===== src/rtl/imem_port_arbiter.sv =====
// rtl/imem_port_arbiter.sv - shares one instruction-memory port between fetch and a loader/debug master
// Fetch has priority unless the loader has starved for STARVE_MAX cycles; a locked loader burst excludes fetch.
module imem_port_arbiter #(
  parameter int STARVE_MAX = 4
) (
  input  logic        clk,
  input  logic        rst_n,
  input  logic        f_req,
  input  logic [31:0] f_addr,
  output logic        f_gnt,
  output logic        f_stall,
  output logic        f_rvalid,
  output logic [31:0] f_rdata,
  input  logic        l_req,
  input  logic        l_we,
  input  logic        l_lock,
  input  logic [31:0] l_addr,
  input  logic [31:0] l_wdata,
  output logic        l_gnt,
  output logic        l_rvalid,
  output logic [31:0] l_rdata,
  output logic        l_err,
  output logic [31:0] mem_addr,
  output logic        mem_we,
  output logic [31:0] mem_wdata,
  input  logic [31:0] mem_rdata
);

  localparam int CW = $clog2(STARVE_MAX + 1);

  typedef enum logic {S_SHARE, S_LOCK} state_t;

  state_t        state, state_nxt;
  logic [CW-1:0] starve_cnt, starve_nxt;
  logic          misaligned;
  logic          starved;

  assign misaligned = l_addr[1:0] != 2'b00;
  assign starved    = starve_cnt == CW'(STARVE_MAX);
  assign f_stall    = f_req & ~f_gnt;

  always_comb begin
    f_gnt      = 1'b0;
    l_gnt      = 1'b0;
    state_nxt  = state;
    starve_nxt = '0;
    mem_addr   = '0;
    mem_we     = 1'b0;
    mem_wdata  = '0;
    case (state)
      S_SHARE: begin
        l_gnt = l_req & (~f_req | starved);
        f_gnt = f_req & ~l_gnt;
        if (l_gnt & l_lock) state_nxt = S_LOCK;
      end
      S_LOCK: begin
        l_gnt = l_req;
        if (!l_lock) state_nxt = S_SHARE;
      end
      default: state_nxt = S_SHARE;
    endcase
    if (l_req & ~l_gnt) starve_nxt = starved ? starve_cnt : starve_cnt + 1'b1;
    if (f_gnt) begin
      mem_addr = f_addr;
    end else if (l_gnt) begin
      mem_addr  = l_addr;
      mem_wdata = l_wdata;
      // Misaligned loader accesses are reported through l_err and never reach memory.
      mem_we    = l_we & ~misaligned;
    end
  end

  always_ff @(posedge clk or negedge rst_n) begin
    if (!rst_n) begin
      state      <= S_SHARE;
      starve_cnt <= '0;
      f_rvalid   <= 1'b0;
      f_rdata    <= '0;
      l_rvalid   <= 1'b0;
      l_rdata    <= '0;
      l_err      <= 1'b0;
    end else begin
      state      <= state_nxt;
      starve_cnt <= starve_nxt;
      f_rvalid   <= f_gnt;
      if (f_gnt) f_rdata <= mem_rdata;
      l_rvalid   <= l_gnt;
      l_err      <= l_gnt & misaligned;
      if (l_gnt & ~l_we & ~misaligned) l_rdata <= mem_rdata;
    end
  end

endmodule


===== config.mk =====
export PLATFORM = sky130hd
export DESIGN_NAME = imem_port_arbiter
export DESIGN_NICKNAME = d
export VERILOG_FILES = /design/src/rtl/imem_port_arbiter.sv
export SDC_FILE = /design/constraint.sdc
export NUM_CORES = 1
export LEC_CHECK = 0
export BUFFER_PORTS_ARGS = -buffer_cell sky130_fd_sc_hd__buf_2
export CORE_ASPECT_RATIO = 0.5
export CORE_MARGIN = 5
export CORE_UTILIZATION = 42
export DETAILED_ROUTE_END_ITERATION = 7
export GPL_TIMING_DRIVEN = 0
export HOLD_SLACK_MARGIN = 0.12
export PLACE_DENSITY_LB_ADDON = 0.3
export SLEW_MARGIN = 30
export SYNTH_ARGS = -nofsm -noshare
export SYNTH_HDL_FRONTEND = slang
export SYNTH_SLANG_ARGS = --single-unit

===== constraint.sdc =====
create_clock -name clk -period 2.6 [get_ports clk]
set_clock_uncertainty 0.05 [all_clocks]
set_input_delay 0.39 -clock clk [delete_from_list [all_inputs] [get_ports clk]]
set_output_delay 0.39 -clock clk [all_outputs]
set_load 0.02 [all_outputs]

==> results.json <==
{
  "outcome": "finished clean",
  "hold_violations": 0,
  "num-fill-cells": 621,
  "required_ps": 2160,
  "drt-total-wl_mm": 10.89,
  "ioPinCount": 269,
  "finalNonFillerCells": 639,
  "grt_first_pass_wirelength_mm": 16.24,
  "grt_pass1_vias": 3116,
  "routedWlPerCell_um": 17.04,
  "syn_to_final_growth_pct": 55.92,
  "yosys.area.top_type_share_pct": 53.91,
  "grt_use_total_pct": 21.26,
  "cellPowerDensity_nw_per_um2": 709.7,
  "path_cells": "inv_1 > ha_1 > and2_4 > a21oi_2 > buf_6 > buf_6 > a22o_1 > buf_4",
  "grt.overflow.total": 0,
  "avgSynthCellArea_um2": 13.67,
  "synth_seq_area_share_pct": 53.91,
  "antenna_found_initial": 0,
  "cts_sinks": 71,
  "clockBufferDepth": 2,
  "max_freq_mhz": 401.1,
  "worstHoldStart": "l_lock",
  "crit_type": "reg -> out",
  "hp-class": "in -> reg",
  "register_area_um2": 1777,
  "finalNetCount": 662,
  "fp-row-count": 22,
  "cts_tree": "built",
  "setup_slack_ps": 106.9,
  "reg2reg_from": "starve_cnt[0]",
  "p_leak_nw": 2.801,
  "vias_per_cell": 4.703,
  "placed_cells": 618,
  "synth_edf_count": 0,
  "gp_congestion": 0.8864,
  "diodes": 0,
  "post-route-period-util_pct": 95.89,
  "io_buffers": 268,
  "dp.final_hpwl_mm": 8.820,
  "cts_buffers": 9,
  "startpoint_type": "flop",
  "whs_ps": 240.2,
  "synth.cell_area_um2": 3296,
  "crit_path_max_incr_delay_ps": 370,
  "root_buffer": "clkbuf_16",
  "fin_tns_setup_ps": 0,
  "drc_errors": 0,
  "cp_max_fo": 10,
  "maxCapViolations": 0,
  "async_reset_ff_share_pct": 100.0,
  "multi_input_area_um2": 1389,
  "ff2ff_path_depth": 6,
  "initial_core_util_pct": 44.02,
  "crit_top_cell": "buf_6",
  "syn-num-nets": 377,
  "rsz0062_at_grt": "false",
  "synthTopCellsByArea": "dfrtp_1 54%, mux2_2 21%, a22o_1 8.5%",
  "hold_depth": 2,
  "dr.pass1.iters": 4,
  "setup_viol": 0,
  "max_slew_margin_pct": 71.81,
  "end_kind": "output pin",
  "synth_top_cells_by_count": "71 x dfrtp_1, 62 x mux2_2, 32 x a22o_1, 32 x and2_1, 6 x buf_6",
  "cts_max_level": 3,
  "chipWidth_um": 135.3,
  "ir_drop_v": 0.0004562,
  "syn_inst": 241,
  "vias": 3005,
  "drt_iter0_drc": 140,
  "grt_max_degree": 52,
  "yosysWarnings": 0,
  "pre_cts_ws_ps": 411.4,
  "slew_violations": 0,
  "synth_flop_cell": "dfrtp_1",
  "core_area_um2": 7487,
  "drive_above_1_share_pct": 69.87,
  "synth_most_common_cell": "dfrtp_1",
  "die_h_um": 72.64,
  "r2r_slack_ps": 710,
  "r2r_end": "l_rdata[4]",
  "clkLatencyLatePin_ps": 320,
  "yosysTopAreaCell": "dfrtp_1",
  "tightest_slew_ps": 421.3,
  "slowest_stage": "dfrtp_1",
  "ys_seq_elements": 71,
  "period_needed_ps": 2493,
  "ant_nets": 0,
  "synth_cell_type_count": 26,
  "worstPathArrival_ps": 2050,
  "hold_path_end": "state",
  "die_area_um2": 9826,
  "clk_pin_slew_ps": 50
}
power by group:
| group | total [W] | internal [W] | switching (W) |
|---|---|---|---|
| clock network | 0.00109 | 0.000645 | 0.000443 |
| logic | 0.00115 | 0.000495 | 0.000659 |
| registers | 0.00141 | 0.00131 | 0.0000980 |
| total | 0.00365 | 0.00245 | 0.00120 |
state kept, by name, indices dropped and copies added, names as in the netlist:
name / flops
starve_cnt: 3
l_rdata: 32
state: 1
f_rdata: 32
l_err: 1
l_rvalid: 1
f_rvalid: 1
per-layer routing:
| metal | vias to the layer above | GRT usage (%) | part of all wire (%) |
|---|---|---|---|
| met5 | - | 0 | 0 |
| met4 | 0 | 5.251 | 1.1 |
| met3 | 14 | 5.923 | 7.3 |
| met2 | 125 | 35.74 | 51 |
| met1 | 1425 | 27.60 | 41 |
| li1 | 1441 | - | - |
placed cells by master, fill, tap and decap left out, types with 7 or more instances in the layout:
master     Yosys  routed
buf_4          3      10
and2_1        32      32
clkbuf_16      0       9
buf_6          6       7
a22o_1        32      32
mux2_2        62      62
buf_2          5     267
dfrtp_1       71      71
kinds of logic after synthesis:
group	share of synthesized area [%]
buffers and inverters	4.176
and+or+nand+nor	8.239
DFF	53.91
muxes	22.40
adders and majority gates	0.7592
AOI/OAI and AO/OA	10.52
how the worst max path moves through the flow:
stage	from	endpoint	slack (ps)	cells after the start
2_1_floorplan	starve_cnt[0]	mem_addr[22]	580	7
3_3_place_gp	starve_cnt[0]	mem_addr[22]	430	8
3_5_place_dp	starve_cnt[0]	mem_addr[20]	410	8
4_1_cts	starve_cnt[0]	mem_addr[20]	50	8
5_1_grt	starve_cnt[0]	mem_addr[31]	10	8
6_report	starve_cnt[0]	mem_addr[31]	110	8
critical path, delay by kind of cell, from the launching register on:
| kind | cells | cell delay, ps |
|---|---|---|
| fa+ha+maj | 1 | 230 |
| compound gates | 2 | 400 |
| flops | 1 | 370 |
| simple gates | 1 | 180 |
| buf+inv | 4 | 570 |
final cells by class:
| type | count | area share (%) |
|---|---|---|
| flip-flops and latches | 71 | 34.58 |
| repair buffers | 274 | 27.51 |
| multi-input cells | 150 | 27.03 |
| clock buffers | 9 | 4.383 |
| plain buffers | 17 | 2.727 |
| well taps | 108 | 2.630 |
| clock inverters | 7 | 0.9252 |
| inverters | 3 | 0.2191 |
through the flow:
step           utilization (%)  instance area [µm²]  power (W)
3_3_place_gp             63.74                 4772   0.002535
2_1_floorplan                -                 3296   0.002082
4_1_cts                  67.91                 5085   0.003677
5_1_grt                  68.63                 5139   0.003840
6_report                 68.63                 5139   0.003647
3_5_place_dp             64.14                 4802   0.002572
what timing repair did:
item,CTS,global route
gates resized for setup,0,9
buffers inserted,0,4
hold endpoints to repair,20,0
endpoints found under the setup margin,0,29
hold buffers,1,0
(Power assumes the default switching activity.)
